File: src/rtl/seq_pattern_tx.sv
// Serial pattern transmitter: latches a PAT_W-bit pattern on start and shifts it out MSB first,
// repeated repeat_cnt+1 times with GAP idle cycles between repetitions, then pulses done.
module seq_pattern_tx #(
  parameter int PAT_W = 3,
  parameter int GAP   = 0
) (
  input  logic             clk,
  input  logic             reset,
  input  logic             start,
  input  logic [PAT_W-1:0] pattern,
  input  logic [3:0]       repeat_cnt,
  output logic             seq_out,
  output logic             busy,
  output logic             done,
  output logic [1:0]       crnt_state
);

  typedef enum logic [1:0] {
    S_IDLE  = 2'b00,
    S_SHIFT = 2'b01,
    S_GAP   = 2'b10,
    S_DONE  = 2'b11
  } state_t;

  localparam logic [3:0] BIT_LAST = 4'(PAT_W - 1);
  localparam logic [3:0] GAP_LOAD = 4'(GAP - 1);

  state_t           state, state_nxt;
  logic [PAT_W-1:0] shift_reg, shift_nxt;
  logic [PAT_W-1:0] pat_copy, pat_copy_nxt;
  logic [3:0]       bit_cnt, bit_cnt_nxt;
  logic [3:0]       reps_left, reps_left_nxt;
  logic [3:0]       gap_cnt, gap_cnt_nxt;
  logic             seq_nxt;

  always_ff @(posedge clk or posedge reset) begin
    if (reset) begin
      state     <= S_IDLE;
      shift_reg <= '0;
      pat_copy  <= '0;
      bit_cnt   <= '0;
      reps_left <= '0;
      gap_cnt   <= '0;
      seq_out   <= 1'b0;
      busy      <= 1'b0;
      done      <= 1'b0;
    end else begin
      state     <= state_nxt;
      shift_reg <= shift_nxt;
      pat_copy  <= pat_copy_nxt;
      bit_cnt   <= bit_cnt_nxt;
      reps_left <= reps_left_nxt;
      gap_cnt   <= gap_cnt_nxt;
      seq_out   <= seq_nxt;
      busy      <= (state_nxt == S_SHIFT) || (state_nxt == S_GAP);
      done      <= (state_nxt == S_DONE);
    end
  end

  always_comb begin
    state_nxt     = state;
    shift_nxt     = shift_reg;
    pat_copy_nxt  = pat_copy;
    bit_cnt_nxt   = bit_cnt;
    reps_left_nxt = reps_left;
    gap_cnt_nxt   = gap_cnt;
    seq_nxt       = 1'b0;
    case (state)
      S_IDLE: begin
        if (start) begin
          state_nxt     = S_SHIFT;
          shift_nxt     = pattern;
          pat_copy_nxt  = pattern;
          reps_left_nxt = repeat_cnt;
          bit_cnt_nxt   = BIT_LAST;
          seq_nxt       = pattern[PAT_W-1];
        end
      end
      S_SHIFT: begin
        if (bit_cnt != 4'd0) begin
          shift_nxt   = {shift_reg[PAT_W-2:0], 1'b0};
          seq_nxt     = shift_reg[PAT_W-2];
          bit_cnt_nxt = bit_cnt - 4'd1;
        end else if (reps_left == 4'd0) begin
          state_nxt = S_DONE;
        end else if (GAP > 0) begin
          state_nxt     = S_GAP;
          gap_cnt_nxt   = GAP_LOAD;
          reps_left_nxt = reps_left - 4'd1;
        end else begin
          // Reload from the latched copy so the next repetition follows without a bubble
          shift_nxt     = pat_copy;
          seq_nxt       = pat_copy[PAT_W-1];
          bit_cnt_nxt   = BIT_LAST;
          reps_left_nxt = reps_left - 4'd1;
        end
      end
      S_GAP: begin
        if (gap_cnt == 4'd0) begin
          state_nxt   = S_SHIFT;
          shift_nxt   = pat_copy;
          seq_nxt     = pat_copy[PAT_W-1];
          bit_cnt_nxt = BIT_LAST;
        end else begin
          gap_cnt_nxt = gap_cnt - 4'd1;
        end
      end
      default: state_nxt = S_IDLE;
    endcase
  end

  assign crnt_state = state;

endmodule

File: config.mk
export PLATFORM = sky130hd
export DESIGN_NAME = seq_pattern_tx
export DESIGN_NICKNAME = d
export VERILOG_FILES = /design/src/rtl/seq_pattern_tx.sv
export SDC_FILE = /design/constraint.sdc
export NUM_CORES = 1
export LEC_CHECK = 0
export CELL_PAD_IN_SITES_DETAIL_PLACEMENT = 1
export CELL_PAD_IN_SITES_GLOBAL_PLACEMENT = 2
export CORE_ASPECT_RATIO = 1.25
export CORE_MARGIN = 2
export CORE_UTILIZATION = 37
export CTS_CLUSTER_SIZE = 20
export DETAILED_ROUTE_END_ITERATION = 6
export PLACE_DENSITY_LB_ADDON = 0.1
export SYNTH_ARGS = -nofsm -noshare
export SYNTH_HDL_FRONTEND = slang
export SYNTH_SLANG_ARGS = --single-unit
File: constraint.sdc
create_clock -name clk -period 4.6 [get_ports clk]
set_clock_uncertainty 0.2 [all_clocks]
set_input_delay 0.92 -clock clk [delete_from_list [all_inputs] [get_ports clk]]
set_output_delay 0.92 -clock clk [all_outputs]
set_load 0.1 [all_outputs]
==> results of run 1 <==
cell families after synthesis:
| group | after synthesis | share of synthesized area [%] |
|---|---|---|
| compound gates | 30 | 16.04 |
| fa+ha+maj | 9 | 8.911 |
| mux | 9 | 8.515 |
| simple gates | 40 | 16.83 |
| xor+xnor | 2 | 1.386 |
| buf+inv | 16 | 4.752 |
| flops | 22 | 43.56 |
worst max-delay path by stage:
stage,from,to,slack (ps)
2_1_floorplan,crnt_state[1],bit_cnt[1],1900
3_3_place_gp,start,shift_reg[0],1850
3_5_place_dp,start,shift_reg[0],1810
4_1_cts,crnt_state[0],crnt_state[0],1590
5_1_grt,crnt_state[0],crnt_state[0],1540
6_report,crnt_state[0],crnt_state[0],1590
layout make-up:
| class | count | area share, % |
|---|---|---|
| flip-flops and latches | 22 | 37.10 |
| inverters | 12 | 3.035 |
| clock buffers | 3 | 2.782 |
| multi-input cells | 90 | 44.01 |
| repair buffers | 15 | 9.949 |
| well taps | 37 | 3.120 |
power by group:
| part | switching (W) | total, W | internal (W) |
|---|---|---|---|
| clock | 0.0000590 | 0.000117 | 0.0000584 |
| sequential | 0.00000458 | 0.000204 | 0.000200 |
| combinational | 0.0000401 | 0.0000717 | 0.0000316 |
per-layer routing:
| metal | track usage, % | share of wire [%] |
|---|---|---|
| met1 | 16.75 | 46 |
| met2 | 27.19 | 52 |
| met4 | 3.968 | 1.2 |
| met3 | 2.239 | 1.4 |
| met5 | 0 | 0 |
stage by stage:
| stage | std cells | util, % | total power, W | instance area (um2) |
|---|---|---|---|---|
| 2_1_floorplan | 128 | - | 0.0002585 | 1264 |
| 3_3_place_gp | 176 | 44.76 | 0.0002793 | 1443 |
| 3_5_place_dp | 176 | 44.76 | 0.0002811 | 1443 |
| 4_1_cts | 179 | 46.04 | 0.0003993 | 1484 |
| 5_1_grt | 179 | 46.04 | 0.0004122 | 1484 |
| 6_report | 179 | 46.04 | 0.0003936 | 1484 |
Yosys cell counts:
cell type,instances,area (um2)
o22ai_1,2,12.51
or3_1,1,6.260
a32oi_1,1,8.760
nor2b_1,2,12.51
mux2i_1,4,40.04
a211o_1,1,8.760
a21bo_2,1,10.01
nand3_1,3,15.01
or3b_2,2,17.52
a2bb2oi_1,1,8.760
a21o_1,3,22.52
nand2_1,12,45.04
o41ai_1,1,8.760
or3b_4,1,11.26
o21bai_4,1,18.77
a31oi_1,4,25.02
o21ai_0,8,40.04
inv_1,12,45.04
xnor2_1,1,8.760
xor2_1,1,8.760
nor4_1,1,6.260
nor2_1,7,26.28
nand2b_1,2,12.51
nor3b_1,1,7.510
and3_1,1,6.260
nor3_1,4,20.02
o221ai_1,1,8.760
nand4bb_1,1,11.26
mux2_2,2,22.52
ha_1,9,112.6
nand4b_1,1,8.760
a21oi_1,6,30.03
mux2_4,3,45.04
clkbuf_1,4,15.01
dfrtp_1,22,550.5
and2_1,1,6.260
layout by cell type (no fill, tap or decap), drive strengths merged:
cell type	n
inv	12
mux2i	4
nor2b	2
o21ai	8
nand2b	2
a21oi	6
o41ai	1
a211o	1
and3	1
clkbuf	3
dfrtp	22
nand4bb	1
buf	1
mux2	5
nor3b	1
or3b	3
o221ai	1
nand4b	1
o21bai	1
a2bb2oi	1
and2	1
nor2	7
nor3	4
nor4	1
xor2	1
a31oi	4
a32oi	1
o22ai	2
a21o	3
nand2	12
nand3	3
a21bo	1
ha	9
clkdlybuf4s50	14
or3	1
xnor2	1
==> out/results.ini, run 1 <==
[sta]
setup_viol=0
final-max-slew-violation-count=0
max_freq_ghz=0.3323
fin_setup_tns_ps=0
finalHoldViolCount=0
max_slew_margin_pct=35.31
grt_setup_unrepaired=false
finalCriticalPeriod_ps=3010
whs_ps=289.2
tightest_slew_ps=967.4
layout_setup_ws_ps=1590
period_share_pct=65.43

[die]
ioPinCount=15
initial_core_util_pct=39.21
num_rows=23
die_x_um=56.27
core_area_um2=3223
die-area_um2=3902
die_h_um=69.34

[setup_path]
worst-path-buf-inv=1
slowest_stage=clkdlybuf4s50_1
crit_chain=clkdlybuf4s50_1
path_max_fanout=6
critPathArrivalTime_ps=1890
rrSetupSlack_ps=2290
r2r-end=bit_cnt[1]
crit_type=reg -> out
r2r_cells=6
end_kind=output pin
slowest_delay_ps=1170
cp-start-kind=flop
required_ps=3480
r2r-start=gap_cnt[0]
path_depth=1
path_delay_family=buffers and inverters

[finish]
syn_to_final_growth_pct=17.43
seq_area_um2=550.5
nets=163
multi_input_area_um2=653.1
drive_above_1_share_pct=9.859
n_fill_cell=366
antenna_cells=0
largestRegisters=bit_cnt: 4 flops, gap_cnt: 4 flops, reps_left: 4 flops

[worst_hold_path]
hold_end=pat_copy[2]
hold_path.startpoint=pat_copy[2]
hp-class=reg -> reg
holdPathStages=1

[clock_network]
cts_inserted_buffers=3
worstSkewPairLatency_ps=260
clkTransAtPathRegs_ps=80
clock_tree.root_cell=clkbuf_8
cts.sinks=22
cts_setup_buffers=0
ctsResizeCount=0
cts_buffer_depth=2
cts_tree=built
hold_buffers=0
htreeDepth=1

[global_route]
grt_overflow_total=0
antenna_found_initial=0
grt_pass1_vias=1010
grt_max_degree=23
grt_pass1_wl_um=4554
track_usage_pct=14.52

[placement]
dp_hpwl_um=2105
io_buffers=14
gp_congestion=0.7505
pre_cts_ws_ps=1812

[yosys]
synth_nets=147
synthCells=128
avgSynthCellArea_um2=9.873
yosysWarnings=0
synthDistinctLibCells=36
synth_seq_cells=22
synth_seq_area_share_pct=43.56
syn_area_um2=1264

[route]
wl_um=2730
wl_per_cell_um=15.25
detail-route-antenna-nets=0
drcViolationCount=0
firstDrtPassIters=3
vias=962
drt_iter0_drc=9
via_per_inst=5.374

[outcome]
status=finished clean

[pwr]
p_leak_nw=0.6887
power.density_nw_per_um2=265.2
vdd_ir_drop_max_v=0.0001491

[run]
drv_cap=0

No activity file was read; power rests on OpenSTA's default activity.
==> run 2, diff against run 1 <==
--- a/config.mk
+++ b/config.mk
@@ -9,7 +9,7 @@
 export CELL_PAD_IN_SITES_GLOBAL_PLACEMENT = 2
 export CORE_ASPECT_RATIO = 1.25
 export CORE_MARGIN = 2
-export CORE_UTILIZATION = 37
+export CORE_UTILIZATION = 34
 export CTS_CLUSTER_SIZE = 20
 export DETAILED_ROUTE_END_ITERATION = 6
 export PLACE_DENSITY_LB_ADDON = 0.1
==> constraint.sdc (replaced) <==
create_clock -name clk -period 2.9 [get_ports clk]
set_clock_uncertainty 0.2 [all_clocks]
set_input_delay 0.58 -clock clk [delete_from_list [all_inputs] [get_ports clk]]
set_output_delay 0.58 -clock clk [all_outputs]
set_load 0.1 [all_outputs]
==> out/results.ini, run 2 (synthesis results as in run 1) <==
[finish]
nets=164  ; +0.61%
final_core_util_pct=42.56  ; -3.5 points
drive_above_1_share_pct=14.58  ; +4.7 points
final_cell_mix=dfrtp_1 (22), inv_1 (12), nand2_1 (12)
design_area_um2=1495  ; +0.76%
largestRegisters=bit_cnt: 4 flops, gap_cnt: 4 flops, reps_left: 4 flops
antenna_cells=0  ; unchanged
final_common_cell=dfrtp_1
syn_to_final_growth_pct=18.32

[global_route]
grt_pass1_wl_um=4988  ; +9.5%
antenna_found_initial=0  ; unchanged
grt_max_degree=23  ; unchanged
grt_pass1_vias=1082  ; +7.1%
track_usage_pct=15.72  ; +1.2 points
grt_overflow_total=0  ; unchanged

[setup_path]
crit_chain=inv_1 -> ha_1 -> or3b_4 -> a211o_1 -> o21bai_4 -> mux2_4
slowest_stage=dfrtp_1
path_depth=6  ; +5
rrSetupSlack_ps=600  ; -1690 ps
slowest_delay_ps=410  ; -760 ps
cp-start-kind=flop
crit_type=reg -> reg
path_max_fanout=6  ; unchanged
r2r_cells=6  ; unchanged
path_delay_family=compound AO/OA/AOI/OAI gates
required_ps=2850  ; -630 ps
end_kind=flop
critPathArrivalTime_ps=2260  ; +370 ps
worst-path-buf-inv=1  ; unchanged

[placement]
io_buffers=14  ; unchanged
pre_cts_ws_ps=465.6  ; -1346 ps
post_dp_cell_area_um2=1440  ; -0.17%
dp_hpwl_um=2129  ; +1.2%
gp_congestion=0.7259  ; -3.3%

[pwr]
power.density_nw_per_um2=445.3  ; +68%
p_leak_nw=0.7081  ; +2.8%
vdd_ir_drop_max_v=0.0002547  ; +71%

[route]
via_per_inst=5.388  ; +0.25%
routed-wl-met3_um=80  ; +120%
wl_per_cell_um=15.58  ; +2.2%
drt_iter0_drc=20  ; +11
routed.top_layer=met4
drcViolationCount=0  ; unchanged
detail-route-antenna-nets=0  ; unchanged
routed-wl-met2_um=1374  ; -2.6%
vias=986  ; +2.5%
wl_um=2852  ; +4.5%
drt-met1-wl_um=1328  ; +6.4%
firstDrtPassIters=4  ; +1

[die]
core_area_um2=3513  ; +9.0%
die-area_um2=4224  ; +8.2%
num_rows=24  ; +4.3%
die_x_um=58.53  ; +4.0%
ioPinCount=15  ; unchanged
die_h_um=72.16  ; +4.1%
initial_core_util_pct=35.97  ; -3.2 points

[clock_network]
htreeDepth=1  ; unchanged
cts_setup_buffers=0  ; unchanged
cts_buffer_depth=2  ; unchanged
hold_buffers=0  ; unchanged
clock_tree.root_cell=clkbuf_8
worstSkewPairLatency_ps=270  ; about the same
ctsResizeCount=0  ; unchanged
cts_inserted_buffers=3  ; unchanged
cts_tree=built
clkTransAtPathRegs_ps=80  ; about the same
cts.sinks=22  ; unchanged

[sta]
setup_viol=0  ; unchanged
max_freq_ghz=0.4345
layout_setup_ws_ps=598.5  ; -991.9 ps
grt_setup_unrepaired=false
final-max-slew-violation-count=0  ; unchanged
tightest_slew_ps=370.9  ; -596.5 ps
fin_setup_tns_ps=0  ; unchanged
finalHoldViolCount=0  ; unchanged
whs_ps=286.9  ; -2.313 ps
period_share_pct=79.36
max_slew_margin_pct=75.13  ; +40 points
finalCriticalPeriod_ps=2302

[worst_hold_path]
hp-class=reg -> reg
holdPathStages=1  ; unchanged

[run]
drv_cap=0  ; unchanged

[outcome]
status=finished clean

run 2: through the flow:
stage	cells	power, W
final	183	0.0006659
after global routing	183	0.0007026
after CTS	183	0.0006766
after detailed placement	179	0.0004466
after global placement	179	0.0004434
after floorplan	128	0.0004101
run 2: worst paths after layout:
path | startpoint | to
max in group asynchronous | reset | shift_reg[0]
setup reg to reg | gap_cnt[0] | shift_reg[0]
hold reg to reg | pat_copy[2] | pat_copy[2]
setup / recovery | gap_cnt[0] | shift_reg[0]
min in group asynchronous | reset | reps_left[2]
hold / removal | pat_copy[2] | pat_copy[2]
run 2: where the power goes:
part           switching, W  total [W]  leakage, nW  internal, W
Clock              0.000106   0.000228       0.0288     0.000121
Sequential       0.00000724   0.000324        0.290     0.000317
Combinational     0.0000640   0.000114        0.390    0.0000501
Total              0.000177   0.000666        0.708     0.000488
run 2: final cells by class:
class	count	area (um2)
clock buffer	4	55.05
tap	39	48.80
inverter	12	45.04
sequential	22	550.5
fill	399	2018
multi-input combinational	90	653.1
timing repair buffer	16	142.6
run 2: layer usage:
layer | vias up | global-route usage [%]
met2 | 13 | 26.09
met1 | 486 | 19.46
met4 | 0 | 8.527
met3 | 5 | 2.139
li1 | 482 | -
met5 | - | 0
